==> src/rtl/clear_plot_ctrl.sv <==
// clear_plot_ctrl: arbitrates single-pixel draws against full-screen clear sweeps into one registered plot stream.
// Optional macro CLEAR_PLOT_DROP_CNT_EN adds the drop_cnt output (saturating count of accepted out-of-range draws).
module clear_plot_ctrl #(
  parameter int WIDTH    = 160,
  parameter int HEIGHT   = 120,
  parameter int COLOUR_W = 3
) (
  input  logic                clk,
  input  logic                reset,
  input  logic                clear_req,
  input  logic [COLOUR_W-1:0] clr_colour,
  input  logic [7:0]          sweep_x,
  input  logic [7:0]          sweep_y,
  output logic                sweep_lock,
  input  logic                draw_valid,
  input  logic [7:0]          draw_x,
  input  logic [6:0]          draw_y,
  input  logic [COLOUR_W-1:0] draw_colour,
  output logic                draw_ready,
  output logic [7:0]          vga_x,
  output logic [6:0]          vga_y,
  output logic [COLOUR_W-1:0] vga_colour,
  output logic                vga_plot,
  output logic                busy,
`ifdef CLEAR_PLOT_DROP_CNT_EN
  output logic [7:0]          drop_cnt,
`endif
  output logic                done
);

  typedef enum logic [1:0] {
    ST_IDLE  = 2'd0,
    ST_CLEAR = 2'd1,
    ST_DONE  = 2'd2
  } state_t;

  localparam logic [14:0] PIX_LAST = 15'(WIDTH * HEIGHT - 1);
  localparam logic [7:0]  X_LIM    = 8'(WIDTH);
  localparam logic [6:0]  Y_LIM    = 7'(HEIGHT);

  function automatic logic in_range_f(input logic [7:0] x, input logic [6:0] y);
    return (x < X_LIM) && (y < Y_LIM);
  endfunction

  state_t                state_r;
  state_t                state_nxt_s;
  logic [14:0]           pix_cnt_r;
  logic                  clear_pend_r;
  logic [6:0]            y_hold_r;
  logic [COLOUR_W-1:0]   clr_col_r;
  logic                  enter_clear_s;
  logic                  draw_fire_s;
  logic                  draw_ok_s;
  logic                  row_start_s;
  logic [6:0]            plot_y_s;
  logic                  unused_s;

  // Rows are at most 7 bits wide, so the counter's top Y bit carries no information here.
  assign unused_s   = sweep_y[7];

  assign sweep_lock = (state_r == ST_CLEAR);
  assign busy       = (state_r == ST_CLEAR);
  assign draw_ready = (state_r == ST_IDLE) & ~clear_pend_r & ~clear_req;

  // Next-state decode plus the row-end Y correction for the sweep counter.
  always_comb begin
    state_nxt_s   = state_r;
    enter_clear_s = 1'b0;
    draw_fire_s   = draw_valid & draw_ready;
    draw_ok_s     = in_range_f(draw_x, draw_y);
    // The counter bumps Y early at the row end, so Y is trusted only at row start or on entry.
    row_start_s   = (sweep_x == 8'd0) || (pix_cnt_r == 15'd0);
    plot_y_s      = row_start_s ? sweep_y[6:0] : y_hold_r;
    case (state_r)
      ST_IDLE: begin
        if (clear_req || clear_pend_r) begin
          state_nxt_s   = ST_CLEAR;
          enter_clear_s = 1'b1;
        end else begin
          state_nxt_s   = ST_IDLE;
        end
      end
      ST_CLEAR: begin
        if (pix_cnt_r == PIX_LAST) begin
          state_nxt_s = ST_DONE;
        end else begin
          state_nxt_s = ST_CLEAR;
        end
      end
      ST_DONE: begin
        if (clear_pend_r || clear_req) begin
          state_nxt_s   = ST_CLEAR;
          enter_clear_s = 1'b1;
        end else begin
          state_nxt_s   = ST_IDLE;
        end
      end
      default: begin
        state_nxt_s = ST_IDLE;
      end
    endcase
  end

  // State, clear bookkeeping and the registered plot stream.
  always_ff @(posedge clk) begin
    if (reset) begin
      state_r      <= ST_IDLE;
      pix_cnt_r    <= 15'd0;
      clear_pend_r <= 1'b0;
      y_hold_r     <= 7'd0;
      clr_col_r    <= '0;
      vga_x        <= 8'd0;
      vga_y        <= 7'd0;
      vga_colour   <= '0;
      vga_plot     <= 1'b0;
      done         <= 1'b0;
    end else begin
      state_r <= state_nxt_s;
      done    <= (state_r == ST_DONE);
      if (enter_clear_s) begin
        clear_pend_r <= 1'b0;
      end else if (clear_req && (state_r != ST_IDLE)) begin
        clear_pend_r <= 1'b1;
      end
      pix_cnt_r <= (state_r == ST_CLEAR) ? (pix_cnt_r + 15'd1) : 15'd0;
      if (enter_clear_s) begin
        clr_col_r <= clr_colour;
      end
      if ((state_r == ST_CLEAR) && row_start_s) begin
        y_hold_r <= sweep_y[6:0];
      end
      case (state_r)
        ST_IDLE: begin
          if (draw_fire_s && draw_ok_s) begin
            vga_x      <= draw_x;
            vga_y      <= draw_y;
            vga_colour <= draw_colour;
            vga_plot   <= 1'b1;
          end else begin
            vga_plot   <= 1'b0;
          end
        end
        ST_CLEAR: begin
          vga_x      <= sweep_x;
          vga_y      <= plot_y_s;
          vga_colour <= clr_col_r;
          vga_plot   <= 1'b1;
        end
        default: begin
          vga_plot <= 1'b0;
        end
      endcase
    end
  end

`ifdef CLEAR_PLOT_DROP_CNT_EN
  // Saturating count of accepted-but-dropped draws, restarted by every clear.
  always_ff @(posedge clk) begin
    if (reset) begin
      drop_cnt <= 8'd0;
    end else if (enter_clear_s) begin
      drop_cnt <= 8'd0;
    end else if (draw_fire_s && !draw_ok_s && (drop_cnt != 8'd255)) begin
      drop_cnt <= drop_cnt + 8'd1;
    end
  end
`endif

endmodule

==> config.mk <==
export PLATFORM = sky130hd
export DESIGN_NAME = clear_plot_ctrl
export DESIGN_NICKNAME = d
export VERILOG_FILES = /design/src/rtl/clear_plot_ctrl.sv
export SDC_FILE = /design/constraint.sdc
export NUM_CORES = 1
export LEC_CHECK = 0
export ABC_AREA = 1
export ABC_CLOCK_PERIOD_IN_PS = 3200
export BUFFER_PORTS_ARGS = -buffer_cell sky130_fd_sc_hd__buf_2
export CAP_MARGIN = 20
export CORE_MARGIN = 2
export CORE_UTILIZATION = 45
export CTS_BUF_LIST = sky130_fd_sc_hd__clkbuf_8
export CTS_CLUSTER_SIZE = 8
export DETAILED_ROUTE_END_ITERATION = 10
export PLACE_DENSITY = 0.8
export SLEW_MARGIN = 15
export SYNTH_ARGS = -nofsm -noshare
export SYNTH_HDL_FRONTEND = slang
export SYNTH_SLANG_ARGS = --single-unit
==> constraint.sdc <==
create_clock -name clk -period 3.2 [get_ports clk]
set_input_delay 0.64 -clock clk [delete_from_list [all_inputs] [get_ports clk]]
set_output_delay 0.64 -clock clk [all_outputs]
set_load 0.03 [all_outputs]
==> out/summary.txt, run 1 <==
Status -> finished, final reports clean
RSZ-0062 raised after global routing -> no
Crit. Startpoint -> state_r[0]$_SDFF_PP0_
Cell Pwr Density -> 576 mW/mm^2
Initial antenna violation count -> 0
Post-DRT Antenna Nets -> 0
Hold Crit Start -> clr_col_r[1]$_SDFFE_PP0P_
Crit path max fanout -> 28
Setup Fix Bufs, Post-CTS -> 0
Pleak -> 1.30 nW
I/O Buffers -> 62
R2R Setup Slk -> 1.54 ns
CTS H-tree lvls -> 2
Max Cap Viol -> 0
Skew-Pair Late Insertion Delay -> 0.30 ns
Crit-path max cell delay -> 0.39 ns
Io pins -> 64
Clock Sinks -> 48
Post-DP Area -> 0.00265 mm^2
Die height -> 76.1 um
R2R Path End -> pix_cnt_r[8]$_SDFF_PP0_
CTS tree -> built
Setup TNS Final -> 0 ns
Commonest cells after routing, fill and taps aside -> nand2_1, buf_2, nor2_1
FMAX -> 0.495 GHz
Share of the synthesized area in the top cell type -> 0.411
Die width -> 76.1 um
CP cell instances -> inv_2 -> nor2_8 -> buf_2
Crit path capture -> sweep_lock
Final GP Congestion -> 0.813
Final period util -> 0.631
Post-Syn Instances -> 339
Seq/Total Area, Yosys -> 0.411
Total GRT Usage -> 0.182
CTS resizes -> 0
Post-Synthesis Cell Area -> 0.00234 mm^2
Crit path max-delay cell type -> dfxtp_1
Vias -> 2292
Final setup viols -> 0
Worst setup path class -> reg -> out
Hpwl dp -> 3670 um
Slew of the pin with the lowest slew margin -> 0.548 ns
Buf/Inv on CP -> 2
Synth unique cells -> 28
CP Data Arrival Time -> 1.38 ns
Leading area contributor after synthesis -> dfxtp_1
Worst Path Required -> 2.56 ns
Crit. path cell count -> 3
Largest net degree at the start of global routing -> 29
Commonest non-fill, non-tap cell in the layout -> nand2_1
Initial DRC Count -> 181
Vias per Instance -> 4.90
Layout Nets -> 440
Hold_buf cts -> 0
Mean Syn Cell Area -> 6.90 um^2
Hold Path Class -> reg -> reg
Placed Cells -> 460
Avg WL per Cell -> 10.9 um
Final instance area -> 0.00281 mm^2
CTS Buf Count -> 5
Worst rel slew slack -> 0.634
Slew Limit Fails -> 0
Synth top area cells -> dfxtp_1, nand2_1, nor2_1
Root Driver -> clkbuf_8
Min cycle time layout -> 2.02 ns
Fin Clk Skew -> 0.0103 ns
# diodes -> 0
CP top delay family -> flip-flops
Core area -> 0.00507 mm^2
Vias in the first global route -> 2032
# DRC -> 0
Worst setup EP type -> primary output
Post-Route WL -> 5100 um
DRT Pass-1 Iters -> 4
Layout cells sized above 1 -> 0.219
Syn. warnings -> 0
Worst slack, placed -> 1.25 ns
Clk buf depth -> 2
Die Footprint -> 0.00579 mm^2
Total congestion overflow -> 0
Crit Reg-Reg Startpoint -> state_r[0]$_SDFF_PP0_
FF-to-FF path depth -> 6
Starting density of the core -> 0.461
Max VDD drop -> 0.000227 V
Final worst setup slack -> 1.18 ns
Hold Fails Final Rpt -> 0
First-pass GRT wire length -> 8780 um
Area Overhead vs Synth -> 20.2%
Reg clk slew, reported paths -> 0.09 ns
Critical Path Start Type -> flop
Synth Net Count -> 382
Non-filler cells in the finished layout -> 468
#FFs+latches synth -> 48
Core Rows -> 26
cell type report:
| cell class | count | area, um^2 |
|---|---|---|
| Clock buffer | 5 | 68.8 |
| Tap cell | 70 | 87.6 |
| Clock inverter | 3 | 90.1 |
| Inverter | 36 | 138 |
| Multi-Input combinational cell | 244 | 1160 |
| Sequential cell | 48 | 961 |
| Timing Repair Buffer | 62 | 310 |
| Fill cell | 504 | 2260 |
synthesized netlist by cell type:
cell	count
nor3_2	1
nor4_1	1
clkbuf_1	3
buf_4	3
inv_2	3
inv_4	1
nand2_4	2
buf_2	1
nor2_8	2
dfxtp_1	48
ha_1	2
or2_0	7
nor2_4	2
nand4_1	3
inv_1	32
or2_2	1
o21ai_1	5
buf_6	4
nand2_1	73
nor2_1	60
xnor2_1	1
a21oi_1	24
a31oi_1	1
nor3_1	8
nor2_2	2
nand3_1	21
nand2_2	3
o21ai_0	25
worst min-delay path, cell delays in order (launching register included):
cell and delay (ns):
dfxtp_1 0.30, inv_1 0.06, a21oi_1 0.05
report_power, final:
| part | switching [mW] | leakage (nW) | internal, mW |
|---|---|---|---|
| combinational | 0.249 | 0.832 | 0.111 |
| sequential | 0.0235 | 0.393 | 0.647 |
| clock | 0.199 | 0.0784 | 0.390 |
| total | 0.471 | 1.30 | 1.15 |
kinds of logic (layout without fill, tap and decap cells):
| group | count (synthesis) | in the layout | synth area share |
|---|---|---|---|
| AND/OR/NAND/NOR | 186 | 186 | 0.362 |
| AO/OA/AOI/OAI | 55 | 55 | 0.118 |
| flip-flops | 48 | 48 | 0.411 |
| buffers and inverters | 47 | 106 | 0.0947 |
| adder cells (fa/ha/maj) | 2 | 2 | 0.0107 |
| XOR/XNOR | 1 | 1 | 0.00375 |
stage by stage:
step                      hold WS (ns)  power (mW)   util
after floorplan                  0.430       0.962      -
after global routing             0.484        1.71  0.554
after detailed placement         0.449        1.04  0.523
final                            0.454        1.62  0.554
after global placement           0.444        1.04  0.523
after CTS                        0.463        1.63  0.554
flip-flops by register name, indices dropped and copies added (netlist names):
signal	count
vga_plot	1
vga_y	7
vga_x	8
done	1
clr_col_r	3
state_r	2
y_hold_r	7
clear_pend_r	1
vga_colour	3
pix_cnt_r	15
routing by layer:
layer  up-vias  track usage  part of all wire
li1       1187            -                 -
met3         4       0.0450             0.066
met4         0       0.0436            0.0082
met2        76        0.318              0.47
met5         -            0                 0
met1      1025        0.227              0.46
how the worst min path moves through the flow:
stage | slack [ns] | to | cells after the start
6_report | 0.45 | clr_col_r[1]$_SDFFE_PP0P_ | 2
5_1_grt | 0.48 | clr_col_r[1]$_SDFFE_PP0P_ | 2
4_1_cts | 0.46 | clr_col_r[1]$_SDFFE_PP0P_ | 2
3_5_place_dp | 0.45 | clr_col_r[1]$_SDFFE_PP0P_ | 2
3_3_place_gp | 0.44 | clr_col_r[1]$_SDFFE_PP0P_ | 2
2_1_floorplan | 0.43 | pix_cnt_r[0]$_SDFF_PP0_ | 1
Power figures use the tool's default switching activity.
==> inputs of run 2 (changes only) <==
ABC_CLOCK_PERIOD_IN_PS = 1800   (was 3200)
PLACE_DENSITY = 0.83   (was 0.8)
clock period = 1.8 ns   (was 3.2 ns; I/O delays follow)
==> run 2 against run 1 <==
  * Sequential share of layout area grew 0.28 points
  * Count of clock-buffer cells in the layout is the same
  * Critical path depth grew 1
  * Worst setup slack lost 1.1 ns
  * Hold slack lost 0.16 ns
  * Cell count grew 0.64%
  * Die area is the same
==> out/summary.txt, run 2 (synthesized netlist as in run 1, its figures left out) <==
CTS Buf Count -> 5
DRT Pass-1 Iters -> 4
Initial antenna violation count -> 0
Max VDD drop -> 0.000353 V
Vias -> 2330
Total GRT Usage -> 0.183
Hold Path Class -> in -> reg
First-pass GRT wire length -> 8850 um
# DRC -> 0
Commonest non-fill, non-tap cell in the layout -> nand2_1
Final period util -> 0.936
Max Cap Viol -> 0
FMAX -> 0.594 GHz
Max reg flops -> 15
Vias per Instance -> 4.95
RSZ-0062 raised after global routing -> no
Largest net degree at the start of global routing -> 28
Setup TNS Final -> 0 ns
Vias in the first global route -> 2081
Commonest cells after routing, fill and taps aside -> nand2_1, buf_2, nor2_1
Clock Sinks -> 48
Largest Register -> pix_cnt_r
Largest regs -> pix_cnt_r (15), vga_x (8)
Clk buf depth -> 2
Die Footprint -> 0.00579 mm^2
FF-to-FF path depth -> 9
CP cell instances -> inv_2 -> nor2_8 -> buf_6 -> buf_2
Fin Clk Skew -> 0.0133 ns
Status -> finished, final reports clean
Core Rows -> 26
CTS H-tree lvls -> 2
Slew Limit Fails -> 0
Crit path max fanout -> 27
Die width -> 76.1 um
Critical Path Start Type -> flop
# diodes -> 0
Hold Crit Start -> clr_colour[2]
Crit path max-delay cell type -> dfxtp_1
Worst rel slew slack -> 0.637
Crit-path max cell delay -> 0.38 ns
R2R Path End -> vga_y[1]$_SDFFE_PP0P_
Core area -> 0.00507 mm^2
Buf/Inv on CP -> 3
Die height -> 76.1 um
Hold Crit Depth -> 3
Worst Path Required -> 1.44 ns
Initial DRC Count -> 145
Min cycle time layout -> 1.68 ns
Starting density of the core -> 0.461
Reg clk slew, reported paths -> 0.08 ns
CP Data Arrival Time -> 1.32 ns
Pleak -> 1.30 nW
Hold Fails Final Rpt -> 0
Skew-Pair Late Insertion Delay -> 0.30 ns
CP top delay family -> buffers and inverters
Cell Pwr Density -> 931 mW/mm^2
Post-DRT Antenna Nets -> 0
Post-Route WL -> 5240 um
Pwr Total -> 2.60 mW
R2R Setup Slk -> 0.31 ns
Area Overhead vs Synth -> 19.3%
Total congestion overflow -> 0
Slew of the pin with the lowest slew margin -> 0.544 ns
I/O Buffers -> 62
Hold_buf cts -> 0
CTS tree -> built
Io pins -> 64
Worst setup path class -> reg -> out
Worst setup EP type -> primary output
Hold Path Sink -> clr_col_r[2]$_SDFFE_PP0P_
Crit Reg-Reg Startpoint -> pix_cnt_r[0]$_SDFF_PP0_
Layout Nets -> 443
Root Driver -> clkbuf_8
Hpwl dp -> 3760 um
Avg WL per Cell -> 11.1 um
Final setup viols -> 0
Final GP Congestion -> 0.804
Layout cells sized above 1 -> 0.224
==> run 2: layout make-up <==
| type | count | area [um^2] |
|---|---|---|
| clock buffers | 5 | 68.8 |
| clock inverters | 3 | 38.8 |
| fillers | 484 | 2290 |
| inverters | 36 | 138 |
| multi-input cells | 244 | 1160 |
| flip-flops and latches | 48 | 961 |
| well taps | 70 | 87.6 |
| repair buffers | 65 | 337 |
==> run 2: repair_timing <==
item	4_1_cts	5_1_grt
setup buffers	0	0
gates resized for setup	0	2
endpoints found under the setup margin	0	3
==> run 2: worst max-delay path by stage <==
stage / from / endpoint / slack [ns] / cells past startpoint
floorplan: state_r[0]$_SDFF_PP0_ / sweep_lock / 0.36 / 4
global placement: clear_req / vga_colour[2]$_SDFFE_PP0P_ / 0.25 / 9
detailed placement: clear_req / vga_x[6]$_SDFFE_PP0P_ / 0.21 / 9
CTS: state_r[0]$_SDFF_PP0_ / sweep_lock / 0.03 / 4
global route: state_r[0]$_SDFF_PP0_ / sweep_lock / 0.04 / 4
finish: state_r[0]$_SDFF_PP0_ / sweep_lock / 0.12 / 4
==> run 2: power by group <==
part	total [mW]	switching, mW	leakage [nW]	internal (mW)
registers	1.19	0.0400	0.393	1.15
clock network	0.750	0.343	0.0593	0.407
logic	0.658	0.448	0.848	0.210
==> run 2: through the flow <==
stage	std cells	setup slack (ns)	util	instance area [um^2]	hold WS [ns]
global placement	463	0.245	0.527	2680	0.443
floorplan	339	0.360	-	2340	0.430
global route	471	0.0373	0.550	2790	0.299
detailed placement	463	0.214	0.527	2680	0.448
finish	471	0.116	0.550	2790	0.291
CTS	471	0.0253	0.548	2780	0.282
==> run 2: layer usage <==
metal,GRT usage,up-vias,part of all wire
met1,0.223,1049,0.44
met4,0.0673,0,0.010
met3,0.0427,8,0.064
met5,0,-,0
met2,0.318,76,0.48
li1,-,1197,-
==> run 2: worst reg2reg max path, cell delays in order, from the launching register on <==
cell and delay, ns:
dfxtp_1 0.38, inv_1 0.06, ha_1 0.19, nand3_1 0.08
nor2_1 0.06, nand2_1 0.08, nand2_2 0.14, nand2_2 0.24
nand2_1 0.09, a21oi_1 0.13
==> inputs of run 3 (changes only) <==
BUFFER_PORTS_ARGS = default   (was -buffer_cell sky130_fd_sc_hd__buf_2)
DONT_BUFFER_PORTS = 1   (was default)
PLACE_DENSITY = 0.72   (was 0.83)
==> run 3 against run 2 <==
  * Sequential share of layout area grew 4.5 points
  * Largest power group unchanged
  * Hold slack lost 0.17 ns
  * Highest routed layer unchanged
  * Critical path type unchanged
  * Routed wire length decreased by 4.4%
==> out/summary.txt, run 3 (synthesized netlist as in run 1, its figures left out) <==
CTS resizes -> 0
Crit path max-delay cell type -> dfxtp_1
Total congestion overflow -> 0
Total GRT Usage -> 0.182
CP cell instances -> nor2_1 -> nand2_2 -> inv_1
Slew of the pin with the lowest slew margin -> 0.572 ns
Buf/Inv on CP -> 1
Post-DP Area -> 0.00236 mm^2
Hold_buf cts -> 0
Io pins -> 64
Hpwl dp -> 3560 um
Final period util -> 0.869
Fin Clk Skew -> 0.00660 ns
First-pass GRT wire length -> 8670 um
Core Rows -> 26
Vias per Instance -> 5.07
Fillcell total -> 527
Setup Fix Bufs, Post-CTS -> 0
Post-DRT Antenna Nets -> 0
Hold Fails Final Rpt -> 0
CTS Buf Count -> 5
Starting density of the core -> 0.461
FMAX -> 0.639 GHz
Non-filler cells in the finished layout -> 407
Hold Path Class -> in -> reg
Layout Nets -> 379
Slew Limit Fails -> 0
# DRC -> 0
Layout cells sized above 1 -> 0.0742
Worst setup EP type -> primary output
Vias in the first global route -> 1961
Cell Pwr Density -> 1010 mW/mm^2
Vias -> 2062
Largest regs -> pix_cnt_r (15), vga_x (8)
Sequential share of power -> 0.529
Pleak -> 1.03 nW
Post-Route WL -> 5010 um
Avg WL per Cell -> 12.3 um
Largest net degree at the start of global routing -> 28
Skew-Pair Late Insertion Delay -> 0.30 ns
Setup TNS Final -> 0 ns
Sw frac -> 0.321
Clock Sinks -> 48
Area Overhead vs Synth -> 5.62%
Initial antenna violation count -> 0
Final setup viols -> 0
Reg clk slew, reported paths -> 0.09 ns
Crit path max fanout -> 3
Clock share of power -> 0.303
Initial DRC Count -> 101
Switching power -> 0.798 mW
Final GP Congestion -> 0.814
Critical Path Start Type -> flop
P_int -> 1.69 mW
DRT Pass-1 Iters -> 6
Commonest cells after routing, fill and taps aside -> nand2_1, nor2_1, dfxtp_1
Commonest non-fill, non-tap cell in the layout -> nand2_1
CP Data Arrival Time -> 1.20 ns
Core area -> 0.00507 mm^2
Final instance area -> 0.00247 mm^2
CP top delay family -> simple AND/OR/NAND/NOR gates
Die height -> 76.1 um
Min cycle time layout -> 1.56 ns
Largest Register -> pix_cnt_r
Worst setup path class -> reg -> out
Max reg flops -> 15
Die Footprint -> 0.00579 mm^2
Worst rel slew slack -> 0.619
Clk buf depth -> 2
RSZ-0062 raised after global routing -> no
CTS H-tree lvls -> 2
Max VDD drop -> 0.000373 V
Die width -> 76.1 um
Root Driver -> clkbuf_8
Status -> finished, final reports clean
I/O Buffers -> 0
Worst Path Required -> 1.44 ns
Max Cap Viol -> 0
Comb power frac -> 0.168
# diodes -> 0
Crit-path max cell delay -> 0.31 ns
Placed Cells -> 399
CTS tree -> built
## run 3: layout make-up
class	instances	area (um^2)	area share
multi-input cells	244	1160	0.468
inverters	36	138	0.0557
repair buffers	1	20.0	0.00811
well taps	70	87.6	0.0355
clock inverters	3	38.8	0.0157
flip-flops and latches	48	961	0.389
clock buffers	5	68.8	0.0279
## run 3: per-layer routing
| metal | vias up | share of wire | GRT usage | wire length [um] |
|---|---|---|---|---|
| li1 | 1069 | - | - | - |
| met1 | 919 | 0.45 | 0.210 | 2240 |
| met2 | 65 | 0.45 | 0.301 | 2260 |
| met3 | 9 | 0.086 | 0.0652 | 429 |
| met4 | 0 | 0.018 | 0.0855 | 89 |
| met5 | - | 0 | 0 | 0 |
## run 3: path summary, 6_finish.rpt
check                            startpoint                  endpoint  slack [ns]  cells past startpoint
setup / recovery  clear_pend_r$_SDFFE_PP0P_                draw_ready        0.24                      3
hold / removal                        reset  y_hold_r[0]$_SDFFE_PP0P_        0.12                      1
setup reg to reg  clear_pend_r$_SDFFE_PP0P_     vga_x[4]$_SDFFE_PP0P_        0.27                      8
hold reg to reg    y_hold_r[5]$_SDFFE_PP0P_  y_hold_r[5]$_SDFFE_PP0P_        0.45                      2
## run 3: power by group through the flow
| stage | Sequential, mW | Combinational, mW | Clock [mW] |
|---|---|---|---|
| after floorplan | 1.33 | 0.381 | 0 |
| after global placement | 1.34 | 0.414 | 0 |
| after detailed placement | 1.34 | 0.423 | 0 |
| after CTS | 1.32 | 0.423 | 0.781 |
| after global routing | 1.33 | 0.485 | 0.823 |
| final | 1.32 | 0.418 | 0.755 |
## run 3: through the flow
stage                     utilization  hold WS, ns  setup slack [ns]  total power [mW]
final                           0.487        0.118             0.236              2.49
after global routing            0.487        0.105            0.0490              2.64
after CTS                       0.487        0.113             0.219              2.52
after detailed placement        0.465        0.436             0.217              1.77
after global placement          0.465        0.434             0.265              1.76
after floorplan                     -        0.430             0.360              1.71
